<file path="config.mk">
export PLATFORM = sky130hd
export DESIGN_NAME = drp_reconf_seq
export DESIGN_NICKNAME = d
export VERILOG_FILES = /design/src/rtl/drp_reconf_seq.sv
export SDC_FILE = /design/constraint.sdc
export NUM_CORES = 1
export LEC_CHECK = 0
export ABC_AREA = 1
export BUFFER_PORTS_ARGS = -buffer_cell sky130_fd_sc_hd__buf_2
export CAP_MARGIN = 20
export CORE_UTILIZATION = 58
export CTS_BUF_LIST = sky130_fd_sc_hd__clkbuf_2 sky130_fd_sc_hd__clkbuf_4 sky130_fd_sc_hd__clkbuf_8
export CTS_CLUSTER_SIZE = 25
export DETAILED_ROUTE_END_ITERATION = 16
export GPL_TIMING_DRIVEN = 0
export PLACE_DENSITY = 0.89
export SYNTH_ARGS = -nofsm -noshare
export SYNTH_HDL_FRONTEND = slang
export SYNTH_SLANG_ARGS = --single-unit
</file>
<file path="constraint.sdc">
create_clock -name DCLK -period 3.43 [get_ports DCLK]
set_clock_uncertainty 0.15 [all_clocks]
set_input_delay 0.5145 -clock DCLK [delete_from_list [all_inputs] [get_ports DCLK]]
set_output_delay 0.5145 -clock DCLK [all_outputs]
set_load 0.01 [all_outputs]
</file>
<file path="src/rtl/drp_reconf_seq.sv">
// DRP reconfiguration sequencer: holds the PLL in reset, read-modify-writes each table entry, then waits for lock.
// Optional readback verify of every write is enabled by defining DRP_READBACK_VERIFY_EN.
module drp_reconf_seq #(
  parameter int NUM_ENTRIES  = 23,
  parameter int DRDY_TIMEOUT = 64,
  parameter int LOCK_TIMEOUT = 65535,
  parameter int RST_HOLD     = 4
) (
  input  logic        DCLK,
  input  logic        RST,
  input  logic        START,
  output logic        BUSY,
  output logic        DONE,
  output logic        ERROR,
  output logic [1:0]  ERR_CODE,
  output logic [4:0]  TBL_IDX,
  input  logic [38:0] TBL_ENTRY,
  output logic [6:0]  DADDR,
  output logic        DEN,
  output logic        DWE,
  output logic [15:0] DI,
  input  logic [15:0] DO,
  input  logic        DRDY,
  output logic        PLL_RST,
  input  logic        LOCKED
);

  localparam logic [3:0] S_IDLE      = 4'd0;
  localparam logic [3:0] S_HOLD      = 4'd1;
  localparam logic [3:0] S_RD        = 4'd2;
  localparam logic [3:0] S_RD_WAIT   = 4'd3;
  localparam logic [3:0] S_WR        = 4'd4;
  localparam logic [3:0] S_WR_WAIT   = 4'd5;
  localparam logic [3:0] S_NEXT      = 4'd6;
  localparam logic [3:0] S_RELEASE   = 4'd7;
  localparam logic [3:0] S_LOCK_WAIT = 4'd8;
`ifdef DRP_READBACK_VERIFY_EN
  localparam logic [3:0] S_VRD       = 4'd9;
  localparam logic [3:0] S_VRD_WAIT  = 4'd10;
`endif

  localparam logic [15:0] HOLD_LIMIT = 16'(RST_HOLD - 1);
  localparam logic [15:0] DRDY_LIMIT = 16'(DRDY_TIMEOUT - 1);
  localparam logic [15:0] LOCK_LIMIT = 16'(LOCK_TIMEOUT - 1);
  localparam logic [4:0]  LAST_IDX   = 5'(NUM_ENTRIES - 1);

  localparam logic [1:0] ERR_NONE   = 2'b00;
  localparam logic [1:0] ERR_DRDY   = 2'b01;
  localparam logic [1:0] ERR_LOCK   = 2'b10;
`ifdef DRP_READBACK_VERIFY_EN
  localparam logic [1:0] ERR_VERIFY = 2'b11;
`endif

  logic [3:0]  state_q, state_d;
  logic [15:0] cnt_q, cnt_d;
  logic        busy_q, busy_d;
  logic        done_q, done_d;
  logic        error_q, error_d;
  logic [1:0]  err_code_q, err_code_d;
  logic [4:0]  tbl_idx_q, tbl_idx_d;
  logic [6:0]  daddr_q, daddr_d;
  logic        den_q, den_d;
  logic        dwe_q, dwe_d;
  logic [15:0] di_q, di_d;
  logic        pll_rst_q, pll_rst_d;

  logic [6:0]  entry_addr_s;
  logic [15:0] entry_mask_s;
  logic [15:0] entry_data_s;
  logic [15:0] merged_s;
  logic [15:0] cnt_inc_s;
  logic        drdy_ok_s;
  logic        abort_s;
  logic [1:0]  abort_code_s;

  assign entry_addr_s = TBL_ENTRY[38:32];
  assign entry_mask_s = TBL_ENTRY[31:16];
  assign entry_data_s = TBL_ENTRY[15:0];
  // Mask bit set keeps the bit currently held in the DRP register.
  assign merged_s     = (DO & entry_mask_s) | (entry_data_s & ~entry_mask_s);
  assign cnt_inc_s    = (cnt_q == 16'hFFFF) ? cnt_q : (cnt_q + 16'd1);
  // DEN is driven during the first wait cycle, so a response can only be legal one cycle later.
  assign drdy_ok_s    = DRDY & ~den_q;

  // Next-state and output computation for the sequencer.
  always_comb begin
    state_d      = state_q;
    cnt_d        = cnt_q;
    busy_d       = busy_q;
    done_d       = 1'b0;
    error_d      = 1'b0;
    err_code_d   = err_code_q;
    tbl_idx_d    = tbl_idx_q;
    daddr_d      = daddr_q;
    den_d        = 1'b0;
    dwe_d        = 1'b0;
    di_d         = di_q;
    pll_rst_d    = pll_rst_q;
    abort_s      = 1'b0;
    abort_code_s = ERR_NONE;

    case (state_q)
      S_IDLE: begin
        if (START && !done_q && !error_q) begin
          busy_d     = 1'b1;
          pll_rst_d  = 1'b1;
          tbl_idx_d  = 5'd0;
          err_code_d = ERR_NONE;
          cnt_d      = 16'd0;
          state_d    = S_HOLD;
        end else begin
          state_d    = S_IDLE;
        end
      end
      S_HOLD: begin
        if (cnt_q >= HOLD_LIMIT) begin
          state_d = S_RD;
        end else begin
          cnt_d   = cnt_inc_s;
        end
      end
      S_RD: begin
        den_d   = 1'b1;
        dwe_d   = 1'b0;
        daddr_d = entry_addr_s;
        cnt_d   = 16'd0;
        state_d = S_RD_WAIT;
      end
      S_RD_WAIT: begin
        if (drdy_ok_s) begin
          di_d    = merged_s;
          state_d = S_WR;
        end else if (cnt_q >= DRDY_LIMIT) begin
          abort_s      = 1'b1;
          abort_code_s = ERR_DRDY;
        end else begin
          cnt_d = cnt_inc_s;
        end
      end
      S_WR: begin
        den_d   = 1'b1;
        dwe_d   = 1'b1;
        cnt_d   = 16'd0;
        state_d = S_WR_WAIT;
      end
      S_WR_WAIT: begin
        if (drdy_ok_s) begin
`ifdef DRP_READBACK_VERIFY_EN
          state_d = S_VRD;
`else
          state_d = S_NEXT;
`endif
        end else if (cnt_q >= DRDY_LIMIT) begin
          abort_s      = 1'b1;
          abort_code_s = ERR_DRDY;
        end else begin
          cnt_d = cnt_inc_s;
        end
      end
`ifdef DRP_READBACK_VERIFY_EN
      S_VRD: begin
        den_d   = 1'b1;
        dwe_d   = 1'b0;
        cnt_d   = 16'd0;
        state_d = S_VRD_WAIT;
      end
      S_VRD_WAIT: begin
        if (drdy_ok_s) begin
          if (DO != di_q) begin
            abort_s      = 1'b1;
            abort_code_s = ERR_VERIFY;
          end else begin
            state_d = S_NEXT;
          end
        end else if (cnt_q >= DRDY_LIMIT) begin
          abort_s      = 1'b1;
          abort_code_s = ERR_DRDY;
        end else begin
          cnt_d = cnt_inc_s;
        end
      end
`endif
      S_NEXT: begin
        if (tbl_idx_q >= LAST_IDX) begin
          state_d = S_RELEASE;
        end else begin
          tbl_idx_d = tbl_idx_q + 5'd1;
          state_d   = S_RD;
        end
      end
      S_RELEASE: begin
        pll_rst_d = 1'b0;
        cnt_d     = 16'd0;
        state_d   = S_LOCK_WAIT;
      end
      S_LOCK_WAIT: begin
        if (LOCKED) begin
          done_d  = 1'b1;
          busy_d  = 1'b0;
          state_d = S_IDLE;
        end else if (cnt_q >= LOCK_LIMIT) begin
          abort_s      = 1'b1;
          abort_code_s = ERR_LOCK;
        end else begin
          cnt_d = cnt_inc_s;
        end
      end
      default: begin
        busy_d  = 1'b0;
        state_d = S_IDLE;
      end
    endcase

    // An abort leaves PLL_RST untouched; only a later RELEASE clears it.
    if (abort_s) begin
      error_d    = 1'b1;
      busy_d     = 1'b0;
      err_code_d = abort_code_s;
      state_d    = S_IDLE;
    end else begin
      error_d    = error_d;
    end
  end

  // State and output registers.
  always_ff @(posedge DCLK or posedge RST) begin
    if (RST) begin
      state_q    <= S_IDLE;
      cnt_q      <= 16'd0;
      busy_q     <= 1'b0;
      done_q     <= 1'b0;
      error_q    <= 1'b0;
      err_code_q <= 2'b00;
      tbl_idx_q  <= 5'd0;
      daddr_q    <= 7'd0;
      den_q      <= 1'b0;
      dwe_q      <= 1'b0;
      di_q       <= 16'd0;
      pll_rst_q  <= 1'b0;
    end else begin
      state_q    <= state_d;
      cnt_q      <= cnt_d;
      busy_q     <= busy_d;
      done_q     <= done_d;
      error_q    <= error_d;
      err_code_q <= err_code_d;
      tbl_idx_q  <= tbl_idx_d;
      daddr_q    <= daddr_d;
      den_q      <= den_d;
      dwe_q      <= dwe_d;
      di_q       <= di_d;
      pll_rst_q  <= pll_rst_d;
    end
  end

  assign BUSY     = busy_q;
  assign DONE     = done_q;
  assign ERROR    = error_q;
  assign ERR_CODE = err_code_q;
  assign TBL_IDX  = tbl_idx_q;
  assign DADDR    = daddr_q;
  assign DEN      = den_q;
  assign DWE      = dwe_q;
  assign DI       = di_q;
  assign PLL_RST  = pll_rst_q;

endmodule

</file>
After elaboration in Yosys (flattened, before gate mapping)
Index checks and enable logic that the tools add are counted.
{"block": "totals", "ff_bits": 56, "inputBits": 60, "wordCells": 109}
{"block": "classes", "addsub": 2, "magnitude_cmp": 4, "reduce_logical": 21, "eq_ne": 22, "bitwise_logic": 6, "mux": 42}
{"cell": "16-bit 2-to-1 mux", "count": 7}
{"cell": "16-bit one-hot mux with 5 select lines", "count": 1}
{"cell": "4-bit one-hot mux with 9 select lines", "count": 1}
{"cell": "16-bit AND", "count": 2}
{"cell": "4-bit 2-to-1 mux", "count": 5}
{"cell": "16-bit by 1-bit adder with 16-bit output, second input constant", "count": 1}
{"cell": "16-bit equality test, second input constant", "count": 1}
{"cell": "4-bit by 3-bit equality test with 1-bit output, second input constant", "count": 4}
{"cell": "16-bit greater-or-equal comparator, second input constant", "count": 1}
{"cell": "16-bit by 2-bit greater-or-equal comparator with 1-bit output, second input constant", "count": 1}
{"cell": "16-bit by 6-bit greater-or-equal comparator with 1-bit output, second input constant", "count": 1}
{"cell": "16-bit NOT", "count": 1}
{"cell": "16-bit OR", "count": 1}
{"cell": "1-bit 2-to-1 mux", "count": 15}
{"cell": "3-bit inequality test, second input constant", "count": 5}
{"cell": "2-bit inequality test, second input constant", "count": 7}
{"cell": "2-bit 2-to-1 mux", "count": 5}
{"cell": "5-bit 2-to-1 mux", "count": 2}
{"cell": "5-bit one-hot mux with 2 select lines", "count": 1}
{"cell": "4-bit by 2-bit equality test with 1-bit output, second input constant", "count": 2}
{"cell": "2-bit nonzero test", "count": 4}
{"cell": "7-bit AND reduction", "count": 1}
{"cell": "7-bit OR reduction", "count": 1}
{"cell": "2-bit AND reduction", "count": 3}
{"cell": "19 further kinds", "count": 24}

Longest topological paths before layout
{"block": "logic_depth", "ltp_word": 6, "depth_mapped": 12}

Least setup slack after synthesis
No wires, ideal clock.
{"block": "synth_path", "path_kind": "register -> register", "startpoint": "register cnt_q[0]", "endpoint": "register cnt_q[2]", "period_less_slack_ps": 1821, "n_path_buf": 1, "arrival_ps": 1555, "required_time_ps": 3163, "stages_incl_launch_ff": 13, "path_slack_ps": 1609, "cell_sequence": "dfrtp_1 > ha_1 > inv_1 > nor2_2 > nand2_1 > nor2_1 > nand2_1 > nand2_2 > nor2_8 > nand2_4 > buf_8 > nand2_2 > nand2_1"}
{"block": "synth_via", "elab_chain_len": 5, "word_cells_on_any_way": 16, "classes_between": "add/sub (1); order compare (3); eq/ne (4); mux (7); reduce/logical (1)"}
{"item": "from (decl)", "line_no": "55", "text": "logic [15:0] cnt_q, cnt_d;"}
{"item": "from (signal assigned)", "line_no": "242", "text": "cnt_q <= cnt_d;"}
{"item": "16-bit by 1-bit adder with 16-bit output or 16-bit equality test (tied branches)", "line_no": "81", "text": "assign cnt_inc_s = (cnt_q == 16'hFFFF) ? cnt_q : (cnt_q + 16'd1);"}
{"item": "16-bit 2-to-1 mux", "line_no": "81"}
{"item": "16-bit 2-to-1 mux (on tied branches)", "line_no": "201, 133, 153"}
{"item": "16-bit 2-to-1 mux (on tied branches)", "line_no": "197, 147"}
{"item": "16-bit one-hot mux with 5 select lines", "line_no": "102", "text": "case (state_q)"}
Several ways; a longest one is shown, not always the timed one. The select of a mux whose other input is x is not followed.
A chain may end at the register's enable or synchronous reset.

Final worst setup path
{"block": "layout_path", "startpoint": "register cnt_q[0]", "endpoint": "register cnt_q[4]"}
Same word-level chain as after synthesis.

==> impl_metrics.json <==
{
  "synth_top_family_by_area": "simple AND/OR/NAND/NOR gates",
  "dp_cells": 594,
  "synthDistinctLibCells": 30,
  "p_total_uw": 2750,
  "diodes": 0,
  "cts_buffers": 5,
  "synth_compound_area_share_pct": 8.43,
  "cts.sinks": 56,
  "avgRoutedWirePerCell_um": 12.6,
  "clock_path_buffers": 2,
  "viasPerCell": 5.19,
  "intPower_uw": 1550,
  "cts_root_buf": "clkbuf_8",
  "async_flop_share_pct": 100,
  "power_frac_comb_pct": 50.1,
  "synth_edf_count": 0,
  "met1_usage_pct": 34.9,
  "grtUsageMet2_pct": 46.5,
  "ys_warn_count": 0,
  "fin_crit_ps": 2070,
  "required_ps": 3540,
  "grt_pass1_wl_mm": 13.0,
  "syn_avg_cell_area_um2": 7.59,
  "core_um2": 5240,
  "dieArea_um2": 5910,
  "synth_seq_cells": 56,
  "drive_above_1_share_pct": 27.3,
  "p_sw_share_pct": 43.7,
  "drt_pass1_iterations": 5,
  "reg2reg_from": "cnt_q[0]",
  "clock_power_share_pct": 13.7,
  "vias": 3126,
  "grt_remaining_overflow": 0,
  "ant_nets": 0,
  "synth-seq-area-share_pct": 43.1,
  "startpoint": "cnt_q[0]",
  "cp_max_fo": 10,
  "path_clk_slew_ps": 110,
  "synth-xor-area-share_pct": 3.23,
  "relSlewSlack_pct": 63.0,
  "busiest_layer": "met2",
  "worstSetupPathType": "reg2reg",
  "initial_core_util_pct": 62.1,
  "grt_usage_pct": 27.6,
  "synth_top_area_cell": "dfrtp_1",
  "synth.area.mux_share_pct": 2.42,
  "synth.most_common_cell": "nand2_1",
  "ir_drop_mv": 0.440,
  "setup_violations": 0,
  "insertion_delay_ps": 320,
  "area_growth_pct": 20.9,
  "yosys.area_share.simple_pct": 34.8,
  "max_freq_mhz": 484,
  "cts_resized": 0,
  "die_h_um": 76.9,
  "grt_pass1_vias": 2897,
  "seq_power_share_pct": 36.2,
  "hpwl_mm": 5.93,
  "syn_nets": 492,
  "tightest_slew_ps": 555,
  "grt_max_degree": 32,
  "fin_cells": 602,
  "place_congestion": 0.901,
  "hold_viol_final": 0,
  "fin_nets": 595,
  "power.density_nw_per_um2": 700,
  "cap_violations": 0,
  "drc_errors": 0,
  "cts_setup_buffers": 0,
  "preCtsSetupSlack_ps": 1370,
  "use_met3_pct": 5.48,
  "synth-adder-area-share_pct": 1.54,
  "yosys_most_used_dff": "dfrtp_1",
  "status": "finished clean",
  "yosys-top-cells-count": "123 x nand2_1, 59 x nor2_1, 56 x dfrtp_1",
  "reg2reg_depth": 12,
  "worst_setup_path_start_kind": "register",
  "p_leak_uw": 0.00208,
  "wl_mm": 7.58,
  "num_io_pins": 96,
  "final_max_slew_viol_count": 0,
  "cp-end-kind": "register",
  "port_buffers": 95,
  "ctsHoldBuffers": 0,
  "finalCritPeriodShare_pct": 60.2,
  "antenna_found_initial": 0,
  "cp_data_arrival_time_ps": 2170,
  "setup_ws_ps": 1360,
  "fp.dieW_um": 76.9,
  "htreeDepth": 2,
  "grt_setup_unrepaired": "no",
  "synth_area_um2": 3250,
  "ys_top_cells_by_area": "dfrtp_1 43%, nand2_1 14%, nor2_1 6.8%, nand3_1 5.4%, inv_1 4.7%",
  "syn_inst": 428,
  "rows": 26,
  "hold_class": "in2async",
  "cts_tree": "yes",
  "drt-initial-drc-count": 238,
  "synth_top_area_share_pct": 43.1,
  "p_switching_uw": 1200,
  "setup_tns_ps": 0
}
## power groups by stage
stage | logic [uW] | clock network (uW) | registers (uW)
after floorplan | 889 | 0 | 1070
after global placement | 1340 | 0 | 993
after detailed placement | 1380 | 0 | 1000
after CTS | 1380 | 382 | 993
after global routing | 1520 | 406 | 1020
final | 1380 | 377 | 996
## state kept, by name (all words and copies together) (netlist names)
signal / count
BUSY: 1
DADDR: 7
DEN: 1
DI: 16
DONE: 1
DWE: 1
ERROR: 1
ERR_CODE: 2
PLL_RST: 1
TBL_IDX: 5
cnt_q: 16
state_q: 4
## metal layers
metal | share of wire (%) | wire (um) | up-vias
li1 | - | - | 1562
met1 | 43 | 3290 | 1417
met2 | 47 | 3600 | 130
met3 | 7.3 | 553 | 17
met4 | 1.8 | 136 | 0
met5 | 0 | 0 | -
## cell usage in the layout (no fill, tap or decap), types with 9 or more instances in the layout
cell and count:
buf_2 96, dfrtp_1 56, nand3_1 35, nand2_1 123, nand2_2 16, nor2_1 59
o21ai_0 19, xor2_1 9, o21a_1 17, inv_1 40
## final cells by class
type	instances	area, um2
multi-input cells	321	1640
flip-flops and latches	56	1400
fillers	413	1310
repair buffers	96	495
inverters	44	165
well taps	70	87.6
clock buffers	5	68.8
plain buffers	7	46.3
clock inverters	3	26.3
## kinds of logic after synthesis
logic type / Yosys count
simple gates: 253
flops: 56
buf+inv: 51
compound gates: 45
xor+xnor: 12
mux: 7
fa+ha+maj: 4
## through the flow
| stage | hold slack [ps] | instance area [um2] | utilization [%] |
|---|---|---|---|
| floorplan | 351 | 3250 | - |
| global placement | 318 | 3810 | 72.8 |
| detailed placement | 326 | 3830 | 73.2 |
| CTS | 96.4 | 3930 | 75.0 |
| global route | 126 | 3930 | 75.0 |
| finish | 84.2 | 3930 | 75.0 |
## path summary, 6_finish.rpt
| check | to | slack, ps |
|---|---|---|
| worst min-delay path | DI[11] | 80 |
| worst max register to register | cnt_q[4] | 1360 |
| worst max-delay path | cnt_q[4] | 1360 |
| min in group DCLK | DADDR[1] | 270 |
| worst min register to register | DI[6] | 350 |
| max in group asynchronous | cnt_q[12] | 2480 |
## worst max-delay path: stages (launching register included)
cell and delay, ps:
dfrtp_1 460, ha_1 270, inv_1 100, nor2_2 190, nand2_1 120, nor2_1 120, nand2_1 70, nand2_2 110
nor2_8 70, nand2_4 100, buf_8 160, nand2_2 50, nand2_1 60
No activity file was read; power rests on OpenSTA's default activity.
